**src/rtl/arrowzip_btn_pkg.sv**
```systemverilog
// Shared constants and helpers for the push-button conditioner.
// Default timings assume an 80 MHz system clock.
package arrowzip_btn_pkg;

    localparam int DEFAULT_DEBOUNCE_CYCLES = 80000;
    localparam int DEFAULT_LONG_CYCLES     = 80000000;

    // Bits needed to hold any value in 0..v-1; never less than 1.
    function automatic int clog2(input longint unsigned v);
        int r;
        r = 0;
        for (int i = 0; i < 63; i++) begin
            if ((64'd1 << i) < v) begin
                r = i + 1;
            end
        end
        return (r < 1) ? 1 : r;
    endfunction

endpackage

```
**src/rtl/btn_debounce_chan.sv**
```systemverilog
// One button channel: two-flop synchroniser, stability counter, level and event flags.
// Long-press detection is built only when BTN_LONGPRESS_EN is defined.
module btn_debounce_chan
    import arrowzip_btn_pkg::*;
#(
    parameter int DEBOUNCE_CYCLES = DEFAULT_DEBOUNCE_CYCLES,
    parameter int LONG_CYCLES     = DEFAULT_LONG_CYCLES
)(
    input  logic i_clk,
    input  logic i_reset_n,
    input  logic i_pin,
    output logic o_btn,
    output logic o_btn_nxt,
    output logic o_press,
    output logic o_release,
    output logic o_long
);

    localparam int             CW       = clog2(longint'(DEBOUNCE_CYCLES) + 1);
    localparam logic [CW-1:0]  CNT_LAST = CW'(DEBOUNCE_CYCLES - 1);

    if (DEBOUNCE_CYCLES < 1) begin : g_bad_debounce
        $error("btn_debounce_chan: DEBOUNCE_CYCLES must be >= 1");
    end
    if (LONG_CYCLES < 1) begin : g_bad_long
        $error("btn_debounce_chan: LONG_CYCLES must be >= 1");
    end

    logic          sync_p0;
    logic          sync_p1;
    logic [CW-1:0] cnt;
    logic          settle;

    // The level flips on the edge that completes DEBOUNCE_CYCLES consecutive mismatches.
    assign settle    = (sync_p1 != o_btn) && (cnt == CNT_LAST);
    assign o_btn_nxt = settle ? sync_p1 : o_btn;

    // Stage p0/p1: synchroniser; level stage follows.
    always_ff @(posedge i_clk or negedge i_reset_n) begin
        if (!i_reset_n) begin
            sync_p0   <= 1'b0;
            sync_p1   <= 1'b0;
            cnt       <= '0;
            o_btn     <= 1'b0;
            o_press   <= 1'b0;
            o_release <= 1'b0;
        end else begin
            sync_p0   <= i_pin;
            sync_p1   <= sync_p0;
            if (sync_p1 == o_btn || settle) begin
                cnt <= '0;
            end else begin
                cnt <= cnt + CW'(1);
            end
            o_btn     <= o_btn_nxt;
            o_press   <= settle &  sync_p1;
            o_release <= settle & ~sync_p1;
        end
    end

`ifdef BTN_LONGPRESS_EN
    localparam int            HW        = clog2(longint'(LONG_CYCLES) + 1);
    localparam logic [HW-1:0] HOLD_MAX  = HW'(LONG_CYCLES);
    localparam logic [HW-1:0] HOLD_LAST = HW'(LONG_CYCLES - 1);

    logic [HW-1:0] hold;

    // Saturating at HOLD_MAX makes the pulse fire once per press.
    always_ff @(posedge i_clk or negedge i_reset_n) begin
        if (!i_reset_n) begin
            hold   <= '0;
            o_long <= 1'b0;
        end else begin
            o_long <= 1'b0;
            if (!o_btn) begin
                hold <= '0;
            end else if (hold != HOLD_MAX) begin
                hold   <= hold + HW'(1);
                o_long <= (hold == HOLD_LAST);
            end
        end
    end
`else
    assign o_long = 1'b0;
`endif

endmodule

```
**src/rtl/btn_debouncer.sv**
```systemverilog
// Multi-channel push-button conditioner: pin inversion, per-channel debounce, any-pressed flag.
// Optional long-press pulses are enabled with BTN_LONGPRESS_EN.
module btn_debouncer
    import arrowzip_btn_pkg::*;
#(
    parameter int              NBTN            = 2,
    parameter int              DEBOUNCE_CYCLES = DEFAULT_DEBOUNCE_CYCLES,
    parameter logic [NBTN-1:0] INVERT          = '1,
    parameter int              LONG_CYCLES     = DEFAULT_LONG_CYCLES
)(
    input  logic            i_clk,
    input  logic            i_reset_n,
    input  logic [NBTN-1:0] i_btn,
    output logic [NBTN-1:0] o_btn,
    output logic [NBTN-1:0] o_press,
    output logic [NBTN-1:0] o_release,
    output logic            o_any,
    output logic [NBTN-1:0] o_long
);

    if (NBTN < 1 || NBTN > 8) begin : g_bad_nbtn
        $error("btn_debouncer: NBTN must be in 1..8");
    end

    logic [NBTN-1:0] pin;
    logic [NBTN-1:0] btn_nxt;

    // Normalise so that 1 always means pressed before synchronising.
    assign pin = i_btn ^ INVERT;

    for (genvar k = 0; k < NBTN; k++) begin : g_chan
        btn_debounce_chan #(
            .DEBOUNCE_CYCLES (DEBOUNCE_CYCLES),
            .LONG_CYCLES     (LONG_CYCLES)
        ) u_chan (
            .i_clk     (i_clk),
            .i_reset_n (i_reset_n),
            .i_pin     (pin[k]),
            .o_btn     (o_btn[k]),
            .o_btn_nxt (btn_nxt[k]),
            .o_press   (o_press[k]),
            .o_release (o_release[k]),
            .o_long    (o_long[k])
        );
    end

    // OR of next levels so o_any changes in the same cycle as o_btn.
    always_ff @(posedge i_clk or negedge i_reset_n) begin
        if (!i_reset_n) begin
            o_any <= 1'b0;
        end else begin
            o_any <= |btn_nxt;
        end
    end

endmodule
```
**config.mk**
```make
export PLATFORM = sky130hd
export DESIGN_NAME = btn_debouncer
export DESIGN_NICKNAME = d
export VERILOG_FILES = /design/src/rtl/arrowzip_btn_pkg.sv /design/src/rtl/btn_debounce_chan.sv /design/src/rtl/btn_debouncer.sv
export SDC_FILE = /design/constraint.sdc
export NUM_CORES = 1
export LEC_CHECK = 0
export CORE_MARGIN = 2
export CORE_UTILIZATION = 57
export DETAILED_ROUTE_END_ITERATION = 10
export DONT_BUFFER_PORTS = 1
export MAX_ROUTING_LAYER = met4
export PLACE_DENSITY_LB_ADDON = 0.15
export SLEW_MARGIN = 5
export SYNTH_ARGS = -nofsm -noshare
export SYNTH_HDL_FRONTEND = slang
export SYNTH_SLANG_ARGS = --single-unit
```
**constraint.sdc**
```tcl
create_clock -name i_clk -period 1.9 [get_ports i_clk]
set_input_delay 0.38 -clock i_clk [delete_from_list [all_inputs] [get_ports i_clk]]
set_output_delay 0.38 -clock i_clk [all_outputs]
set_load 0.03 [all_outputs]
```
==> results.rst, run 1 <==
.. list-table::
   :header-rows: 1

   * - Metric
     - Value
   * - Run status
     - finished, final reports clean
   * - Non-Filler Instances
     - 239
   * - Clk network pwr share
     - 30.1%
   * - Total via count in the routed design
     - 1219
   * - Number of antenna violations at the first check in global routing
     - 0
   * - Warning count from the yosys run
     - 0
   * - Path class of the lowest-slack min-delay path
     - in2reg
   * - Net Sw Frac
     - 22.17%
   * - Gate power share
     - 4.2%
   * - RSZ-0062 raised after global routing
     - no
   * - Flops & latches, synth
     - 45
   * - Highest clock frequency the design can meet
     - 578.0 MHz
   * - Global-route congestion overflow total
     - 0
   * - Placed Instances
     - 229
   * - TritonCTS clock tree
     - yes
   * - Total number of placement rows
     - 21
   * - Async SR Flop Fraction
     - 100.0%
   * - Hold path endpoint
     - g_chan[1].u_chan.sync_p0
   * - CP Data Required Time
     - 2.15 ns
   * - Final routed wirelength across all metal layers
     - 3048 microns
   * - Final routed DRC violation total
     - 0
   * - Worst reg2reg setup slack
     - 0.17 ns
   * - Skew-Pair Late Insertion Delay
     - 0.35 ns
   * - Largest net degree at the start of global routing
     - 46
   * - Most common cell in the netlist
     - dfrtp_1
   * - Max Clock Skew
     - 0.003873 ns
   * - Number of diodes
     - 0
   * - Dpl hpwl
     - 2120 microns
   * - Worst reg-to-reg path cell count
     - 6
   * - Core box area
     - 3363 sq um
   * - Setup TNS
     - 0 ns
   * - Hold Fails Final Rpt
     - 0
   * - Clock Sink Count
     - 45
   * - Number of levels the H-tree was split into
     - 2
   * - Internal power consumption
     - 1.168 mW
   * - CTS Root Buffer Type
     - clkbuf_4
   * - GP Congestion
     - 0.8366
   * - Per-instance average area after synthesis
     - 10.77 sq um
   * - Number of clock buffers inserted by TritonCTS
     - 5
   * - Startpoint type of the worst setup path
     - flip-flop
   * - Share of synthesized area occupied by flip-flops and latches
     - 55.90%
   * - Static Leak
     - 1.014 nW
   * - Clock tree buffer depth
     - 2
   * - Footprint of the multi-input gates
     - 812.0 sq um
   * - Main flop type after synthesis
     - dfrtp_1
   * - Wire length of the first global-routing pass
     - 5692 microns
   * - Synth area leaders
     - dfrtp_1, xor2_1, nor2_1
   * - Share of cells above drive strength 1
     - 10.88%
   * - Crit path arrival time
     - 1.98 ns
   * - Net total in the final layout
     - 199
   * - Share of Yosys cell area claimed by the top area cell type
     - 55.90%
   * - Hold path depth
     - 1
   * - Critical path type
     - reg2reg
   * - Cell area after synthesis
     - 2014 sq um
   * - Sequential standard cell area
     - 1126 sq um
   * - Switching Power
     - 0.3326 mW
   * - Critical register-to-register path startpoint
     - g_chan[0].u_chan.cnt[0]
   * - Number of unique standard cell types used by synthesis
     - 25
   * - Maximum fanout encountered on the critical timing path
     - 5
   * - Fill cells
     - 279
   * - Die Y
     - 63.45 microns
   * - Final period demand of the worst path
     - 1.730 ns
   * - Pins over their slew limit
     - 0
   * - Port-buffer cells
     - 0
   * - I/O pins
     - 13
   * - Global-route usage over all layers
     - 19.21%
   * - Number of global-route vias before repair
     - 1330
   * - Nature of the critical path endpoint
     - flip-flop
   * - Horizontal die dimension
     - 63.45 microns
   * - Remaining antenna violation count
     - 0
   * - Total of max-cap violations
     - 0
   * - Finish-stage setup viols
     - 0
   * - Clock slew at the register clock pins of the worst setup and hold paths
     - 0.12 ns
   * - Number of detailed-route iterations in the first pass
     - 4
   * - Vias per cell
     - 5.100
   * - DRC marker count from the first detailed-route iteration
     - 87
   * - Routed length per instance
     - 12.75 microns
   * - Ratio of total power to cell area
     - 700.8 nW/um^2
   * - DIE AREA
     - 4026 sq um
   * - Post-Synthesis Cells
     - 187
   * - Starting Density
     - 59.90%
   * - Synth-to-Final Area Change
     - 6.273%
   * - Largest vdd supply drop
     - 0.5831 mV
   * - Count of flip-flops with a built-in enable after synthesis
     - 0
   * - Commonest cells in the synthesized netlist
     - dfrtp_1, nor2_1, xor2_1
   * - Fin crit share
     - 91.06%
   * - Share of power burned in registers
     - 65.6%
   * - Destination of the worst register-to-register timing path
     - o_any
   * - Leading area contributor after synthesis
     - dfrtp_1
   * - Startpoint of the worst hold path
     - i_btn[1]
-- power groups by stage --
stage / combinational (mW) / clock, mW / sequential [mW]
floorplan: 0.0344 / 0 / 1.00
global placement: 0.0390 / 0 / 1.00
detailed placement: 0.0402 / 0 / 1.00
CTS: 0.0662 / 0.472 / 0.984
global route: 0.0749 / 0.526 / 0.987
finish: 0.0637 / 0.452 / 0.984
-- registers in the layout, summed over array words and instances (netlist names) --
| signal | flops |
|---|---|
| g_chan.u_chan.o_press | 2 |
| g_chan.u_chan.o_btn | 2 |
| g_chan.u_chan.sync_p1 | 2 |
| g_chan.u_chan.o_release | 2 |
| g_chan.u_chan.cnt | 34 |
| o_any | 1 |
| g_chan.u_chan.sync_p0 | 2 |
-- worst max-delay path, stage by stage, from the launching register on --
cell     delay (ns)
dfrtp_1        0.41
ha_1           0.22
nand3_2        0.13
nor2_1         0.11
nand4_1        0.21
mux2_2         0.34
or2_1          0.22
-- stage by stage --
step	setup WS, ns	hold slack, ns	cell area (sq um)	power [mW]	utilization, %
after CTS	0.1282	0.04832	2128	1.522	63.28
after floorplan	0.2517	0.08441	2018	1.035	-
final	0.1699	0.06865	2141	1.500	63.65
after global routing	0.04941	0.02822	2141	1.588	63.65
after global placement	0.2110	0.08547	2043	1.040	60.75
after detailed placement	0.1398	0.08574	2043	1.043	60.75
-- area by class of cell --
class / count / share of cell area, %
clock buffer: 7 / 2.572
inverter: 4 / 0.7013
multi-input combinational: 129 / 37.93
sequential: 45 / 52.60
tap: 46 / 2.688
timing repair buffer: 8 / 3.507
-- worst max path at each step --
stage	from	to	slack, ns	cells after the start
after floorplan	g_chan[1].u_chan.cnt[0]	o_any	0.25	6
after detailed placement	g_chan[0].u_chan.cnt[0]	o_any	0.14	6
after global routing	g_chan[0].u_chan.cnt[0]	o_any	0.05	6
after CTS	g_chan[0].u_chan.cnt[0]	o_any	0.13	6
after global placement	g_chan[0].u_chan.cnt[0]	o_any	0.21	6
final	g_chan[0].u_chan.cnt[0]	o_any	0.17	6
-- layout by cell type (no fill, tap or decap), types with 2 or more instances in the layout --
cell type  count
and3_1         7
buf_4          6
clkbuf_4       5
conb_1         2
dfrtp_1       45
ha_1           2
inv_1          4
nand2_1       12
nand3_1       11
nand4_1        5
nor2_1        38
nor3_1         5
nor3b_1        4
xnor2_1       10
xor2_1        22
-- kinds of logic (layout without fill, tap and decap cells) --
group	count (synthesis)	in the layout	share of synthesized area, %
buffers and inverters	14	19	4.224
AND/OR/NAND/NOR	91	91	23.23
other	1	2	0.1862
multiplexers	2	2	1.304
adder cells (fa/ha/maj)	2	2	1.242
flip-flops	45	45	55.90
XOR/XNOR	32	32	13.91
-- metal layers --
metal	wire length, microns	up-vias	global-route usage [%]
met2	1573	18	31.45
met3	114	6	6.964
met5	0	-	-
met1	1307	585	21.39
met4	53	0	7.609
li1	-	610	-
-- repair_timing --
action | 4_1_cts | 5_1_grt
endpoints found under the setup margin | 0 | 1
endpoints found under the hold margin | 45 | 0
buffers inserted | 0 | 1
resized for setup | 0 | 1
hold buffers | 2 | 0
Power figures use the tool's default switching activity.
==> inputs of run 2 (changes only) <==
- CAP_MARGIN: unset -> 0
- CTS_BUF_LIST: unset -> sky130_fd_sc_hd__clkbuf_8 sky130_fd_sc_hd__clkbuf_16
- SKIP_LAST_GASP: unset -> 1
==> results.rst, run 2 (same netlist as run 1, synthesis figures left out) <==
.. list-table::
   :header-rows: 1

   * - Metric
     - Value
   * - Run status
     - finished, final reports clean
   * - Startpoint of the worst hold path
     - i_btn[1]
   * - Global-route congestion overflow total
     - 0 (unchanged)
   * - Static Leak
     - 1.027 nW (+1.3%)
   * - Global-route usage over all layers
     - 19.21% (unchanged)
   * - Finish-stage setup viols
     - 0 (unchanged)
   * - Critical register-to-register path startpoint
     - g_chan[0].u_chan.cnt[0]
   * - Dpl hpwl
     - 2120 microns (unchanged)
   * - Destination of the worst register-to-register timing path
     - o_any
   * - Sequential standard cell area
     - 1126 sq um (unchanged)
   * - Number of levels the H-tree was split into
     - 2 (unchanged)
   * - Total via count in the routed design
     - 1241 (+1.8%)
   * - GP Congestion
     - 0.8366 (unchanged)
   * - Non-Filler Instances
     - 238 (-0.42%)
   * - Final routed DRC violation total
     - 0 (unchanged)
   * - TritonCTS clock tree
     - yes
   * - Wire length of the first global-routing pass
     - 5747 microns (+0.97%)
   * - Maximum fanout encountered on the critical timing path
     - 5 (unchanged)
   * - Startpoint type of the worst setup path
     - flip-flop
   * - CTS Root Buffer Type
     - clkbuf_8
   * - Final period demand of the worst path
     - 1.757 ns (+0.02652 ns)
   * - Resized Gates After CTS
     - 0 (unchanged)
   * - Critical path type
     - reg2reg
   * - Port-buffer cells
     - 0 (unchanged)
   * - Share of cells above drive strength 1
     - 9.896% (-0.98 points)
   * - Routed length per instance
     - 13.10 microns (+2.7%)
   * - Fin crit share
     - 92.45% (+1.4 points)
   * - Total number of placement rows
     - 21 (unchanged)
   * - Largest vdd supply drop
     - 0.4943 mV (-15%)
   * - Path class of the lowest-slack min-delay path
     - in2reg
   * - Count of hold-fix buffers inserted at cts
     - 2 (unchanged)
   * - Footprint of the multi-input gates
     - 807.0 sq um (-0.62%)
   * - Hold Fails Final Rpt
     - 0 (unchanged)
   * - Nature of the critical path endpoint
     - flip-flop
   * - CP Data Required Time
     - 2.08 ns (-0.07 ns)
   * - DRC marker count from the first detailed-route iteration
     - 102 (+17%)
   * - Largest reg by FF count
     - g_chan.u_chan.cnt
   * - Core box area
     - 3363 sq um (unchanged)
   * - Total of max-cap violations
     - 0 (unchanged)
   * - Starting Density
     - 59.90% (unchanged)
   * - Clock slew at the register clock pins of the worst setup and hold paths
     - 0.07 ns (-0.05 ns)
   * - Synth-to-Final Area Change
     - 7.205%
   * - Horizontal die dimension
     - 63.45 microns (unchanged)
   * - Skew-Pair Late Insertion Delay
     - 0.29 ns (-0.06 ns)
   * - DIE AREA
     - 4026 sq um (unchanged)
   * - I/O pins
     - 13 (unchanged)
   * - Die Y
     - 63.45 microns (unchanged)
   * - Net total in the final layout
     - 198 (-0.50%)
   * - Worst reg-to-reg path cell count
     - 6 (unchanged)
   * - Worst reg2reg setup slack
     - 0.14 ns (-0.03 ns)
   * - Pins over their slew limit
     - 0 (unchanged)
   * - Number of diodes
     - 0 (unchanged)
   * - Placed Instances
     - 229 (unchanged)
   * - Final routed wirelength across all metal layers
     - 3118 microns (+2.3%)
   * - Hold path depth
     - 1 (unchanged)
   * - Fill cells
     - 276 (-1.1%)
   * - Highest clock frequency the design can meet
     - 569.3 MHz (-1.5%)
   * - Commonest cells after routing, fill and taps aside
     - dfrtp_1, nor2_1, xor2_1, nand2_1, nand3_1
   * - Hold path endpoint
     - g_chan[1].u_chan.sync_p0
   * - Clock Sink Count
     - 45 (unchanged)
   * - Vias per cell
     - 5.214 (+2.2%)
   * - Crit path arrival time
     - 1.94 ns (-0.04 ns)
   * - Ratio of total power to cell area
     - 750.6 nW/um^2 (+7.1%)
   * - RSZ-0062 raised after global routing
     - no
   * - Number of detailed-route iterations in the first pass
     - 4 (unchanged)
   * - Max FFs per register
     - 34 (unchanged)
   * - Number of antenna violations at the first check in global routing
     - 0 (unchanged)
   * - Setup TNS
     - 0 ns (unchanged)
   * - Post-CTS setup repair buffer count
     - 0 (unchanged)
   * - Clock tree buffer depth
     - 2 (unchanged)
   * - Remaining antenna violation count
     - 0 (unchanged)
   * - Most common cell after layout, fill and taps aside
     - dfrtp_1
   * - Number of clock buffers inserted by TritonCTS
     - 5 (unchanged)
   * - Number of global-route vias before repair
     - 1324 (-0.45%)
   * - Largest net degree at the start of global routing
     - 46 (unchanged)
   * - Max Clock Skew
     - 0.004590 ns (+0.0007170 ns)
run 2: power breakdown:
| part | switching, mW | internal (mW) | total (mW) |
|---|---|---|---|
| registers | 0.0122 | 0.972 | 0.984 |
| logic | 0.0431 | 0.0207 | 0.0638 |
| clock network | 0.290 | 0.283 | 0.573 |
| total | 0.346 | 1.28 | 1.62 |
run 2: through the flow:
step	total power [mW]	utilization (%)	worst slack, ns	hold slack, ns	instance area, sq um
4_1_cts	1.645	64.21	0.1340	0.1226	2160
6_report	1.621	64.21	0.1434	0.1338	2160
2_1_floorplan	1.035	-	0.2517	0.08441	2018
3_5_place_dp	1.043	60.75	0.1398	0.08574	2043
5_1_grt	1.708	64.21	0.005052	0.1195	2160
3_3_place_gp	1.040	60.75	0.2110	0.08547	2043
run 2: how the worst max path moves through the flow:
stage                                        from  slack (ns)  endpoint  cells past startpoint
final                     g_chan[0].u_chan.cnt[0]        0.14     o_any                      6
after global routing      g_chan[0].u_chan.cnt[0]       0.005     o_any                      6
after CTS                 g_chan[0].u_chan.cnt[0]        0.13     o_any                      6
after detailed placement  g_chan[0].u_chan.cnt[0]        0.14     o_any                      6
after global placement    g_chan[0].u_chan.cnt[0]        0.21     o_any                      6
after floorplan           g_chan[1].u_chan.cnt[0]        0.25     o_any                      6
run 2: metal layers:
layer,up-vias,wire [microns],track usage [%]
li1,607,-,-
met1,603,1310,21.88
met2,20,1607,30.79
met3,11,101,5.893
met4,0,98,9.511
met5,-,0,-
run 2: area by class of cell:
class,instances,area share [%]
flip-flops and latches,45,52.14
multi-input cells,129,37.37
clock buffers,6,3.824
repair buffers,7,3.129
well taps,46,2.665
inverters,4,0.6952
clock inverters,1,0.1738
run 2: worst max-delay path: stages, from the launching register on:
cell and delay [ns]:
dfrtp_1 0.39, ha_1 0.20, nand3_1 0.16, nor2_1 0.13
nand4_1 0.20, mux2_2 0.34, or2_1 0.22
==> inputs of run 3 (changes only) <==
- ABC_CLOCK_PERIOD_IN_PS: unset -> 1900
- BUFFER_PORTS_ARGS: unset -> -buffer_cell sky130_fd_sc_hd__buf_2
- DONT_BUFFER_PORTS: 1 -> unset
- PLACE_DENSITY: unset -> 0.76
- PLACE_DENSITY_LB_ADDON: 0.15 -> unset
==> results.rst, run 3 (same netlist as run 1, synthesis figures left out) <==
.. list-table::
   :header-rows: 1

   * - Metric
     - Value
   * - Finish-stage setup viols
     - 0 (unchanged)
   * - Remaining antenna violation count
     - 0 (unchanged)
   * - Largest net degree at the start of global routing
     - 46 (unchanged)
   * - Least-Margin Pin Slew
     - 0.5408 ns
   * - Number of clock buffers inserted by TritonCTS
     - 5 (unchanged)
   * - Routed length per instance
     - 12.86 microns (-1.9%)
   * - Clock Sink Count
     - 45 (unchanged)
   * - Final period demand of the worst path
     - 1.767 ns (+0.01070 ns)
   * - DRC marker count from the first detailed-route iteration
     - 42 (-59%)
   * - Total via count in the routed design
     - 1307 (+5.3%)
   * - Synth-to-Final Area Change
     - 9.689%
   * - Worst max-slew margin expressed relative to the limit
     - 63.95%
   * - Pins over their slew limit
     - 0 (unchanged)
   * - Number of diodes
     - 0 (unchanged)
   * - Number of global-route vias before repair
     - 1357 (+2.5%)
   * - Wire length of the first global-routing pass
     - 5878 microns (+2.3%)
   * - Number of levels the H-tree was split into
     - 2 (unchanged)
   * - Max Clock Skew
     - 0.01490 ns (+0.01031 ns)
   * - Fin crit share
     - 93.02% (+0.56 points)
   * - Ratio of total power to cell area
     - 746.4 nW/um^2 (-0.55%)
   * - Share of power burned in registers
     - 59.7% (-1.0 points)
   * - Nature of the critical path endpoint
     - flip-flop
   * - Port-buffer cells
     - 10 (+10)
   * - Hold Fails Final Rpt
     - 0 (unchanged)
   * - Net total in the final layout
     - 209 (+5.6%)
   * - Max FFs per register
     - 34 (unchanged)
   * - Cell-by-cell trace of the critical path
     - ha_1 -> nand3_1 -> nor2_1 -> nand4_1 -> mux2_2 -> or2_1
   * - Maximum cell stage delay along the critical path
     - 0.41 ns (+0.02 ns)
   * - Starting Density
     - 59.90% (unchanged)
   * - Gate power share
     - 3.8% (about the same)
   * - Clock slew at the register clock pins of the worst setup and hold paths
     - 0.09 ns (+0.02 ns)
   * - Setup TNS
     - 0 ns (unchanged)
   * - Core box area
     - 3363 sq um (unchanged)
   * - Slowest cell on crit path
     - dfrtp_1
   * - Final routed DRC violation total
     - 0 (unchanged)
   * - CP Data Required Time
     - 2.10 ns (+0.02 ns)
   * - Static Leak
     - 1.074 nW (+4.6%)
   * - Run status
     - finished, final reports clean
   * - Largest vdd supply drop
     - 0.6165 mV (+25%)
   * - Final total power
     - 1.649 mW (+1.8%)
   * - Crit path arrival time
     - 1.97 ns (+0.03 ns)
   * - Most common cell after layout, fill and taps aside
     - dfrtp_1
   * - GP Congestion
     - 0.7774 (-7.1%)
   * - Horizontal die dimension
     - 63.45 microns (unchanged)
   * - Largest reg by FF count
     - g_chan.u_chan.cnt
   * - Dpl hpwl
     - 2221 microns (+4.7%)
   * - Vias per cell
     - 5.228 (+0.26%)
   * - Clk network pwr share
     - 36.6% (+1.2 points)
   * - Critical path type
     - reg2reg
   * - DIE AREA
     - 4026 sq um (unchanged)
   * - Clock tree buffer depth
     - 2 (unchanged)
   * - Commonest cells after routing, fill and taps aside
     - dfrtp_1, nor2_1, xor2_1, nand2_1, nand3_1
   * - CTS Root Buffer Type
     - clkbuf_8
   * - I/O pins
     - 13 (unchanged)
   * - Global-route congestion overflow total
     - 0 (unchanged)
   * - Share of cells above drive strength 1
     - 16.18% (+6.3 points)
   * - Startpoint type of the worst setup path
     - flip-flop
   * - Total of max-cap violations
     - 0 (unchanged)
   * - Total number of placement rows
     - 21 (unchanged)
   * - Resized Gates After CTS
     - 0 (unchanged)
   * - Internal power consumption
     - 1.257 mW (-1.5%)
   * - Global-route usage over all layers
     - 19.35% (+0.14 points)
   * - TritonCTS clock tree
     - yes
   * - Skew-Pair Late Insertion Delay
     - 0.30 ns (about the same)
   * - RSZ-0062 raised after global routing
     - no
   * - Number of antenna violations at the first check in global routing
     - 0 (unchanged)
   * - Highest clock frequency the design can meet
     - 565.8 MHz (-0.61%)
   * - Final routed wirelength across all metal layers
     - 3214 microns (+3.1%)
   * - Switching Power
     - 0.3928 mW (+14%)
   * - Net Sw Frac
     - 23.82% (+2.5 points)
   * - Maximum fanout encountered on the critical timing path
     - 4 (-1)
   * - Die Y
     - 63.45 microns (unchanged)
   * - Count of hold-fix buffers inserted at cts
     - 0 (-2)
   * - Path class of the lowest-slack min-delay path
     - in2async
   * - Number of detailed-route iterations in the first pass
     - 5 (+1)
   * - Final worst hold slack
     - 0.1405 ns (+0.006724 ns)
[run 3: critical path: cells and delay by family (launching register included)]
family / cells / cell delay (ns)
adder cells (fa/ha/maj): 1 / 0.21
AND/OR/NAND/NOR: 4 / 0.72
multiplexers: 1 / 0.33
flip-flops: 1 / 0.41
[run 3: timing repair]
item                       in CTS  in global routing
hold endpoints to repair        0                  0
setup endpoints to repair       0                  1
setup buffers                   0                  1
[run 3: final cells by class]
class	instances	area (sq um)
inverter	4	15.01
clock buffer	5	68.82
clock inverter	3	25.02
timing repair buffer	18	110.1
tap	46	57.56
multi-input combinational	129	807.0
sequential	45	1126
fill	284	1154
[run 3: per-layer routing]
metal | wire (microns) | vias to the layer above | GRT usage [%]
met2 | 1740 | 9 | 33.03
li1 | - | 635 | -
met1 | 1361 | 658 | 21.35
met3 | 63 | 5 | 4.286
met4 | 48 | 0 | 9.511
met5 | 0 | - | -
[run 3: power by group through the flow]
stage,clock [mW],combinational (mW),sequential (mW)
floorplan,0,0.0344,1.00
global placement,0,0.0620,1.00
detailed placement,0,0.0640,1.00
CTS,0.626,0.0643,0.984
global route,0.666,0.0729,0.987
finish,0.603,0.0623,0.984
[run 3: worst paths after layout]
path                                          start                       end  slack (ns)  cells after the start
setup reg to reg            g_chan[0].u_chan.cnt[0]                     o_any        0.13                      6
setup / recovery            g_chan[0].u_chan.cnt[0]                     o_any        0.13                      6
hold reg to reg            g_chan[0].u_chan.sync_p0  g_chan[0].u_chan.sync_p1        0.35                      0
max in group asynchronous                 i_reset_n  g_chan[1].u_chan.cnt[10]        1.38                      2
min in group i_clk                         i_btn[1]  g_chan[1].u_chan.sync_p0        0.21                      2
hold / removal                            i_reset_n   g_chan[0].u_chan.cnt[0]        0.14                      2
[run 3: through the flow]
step                      utilization [%]  std cells  worst slack (ns)  cell area, sq um
after floorplan                         -        188            0.2517              2018
after global placement              62.69        241            0.2029              2108
after detailed placement            62.69        241            0.1182              2108
after CTS                           65.48        249            0.1087              2202
after global routing                65.70        250           0.02353              2210
final                               65.70        250            0.1327              2210
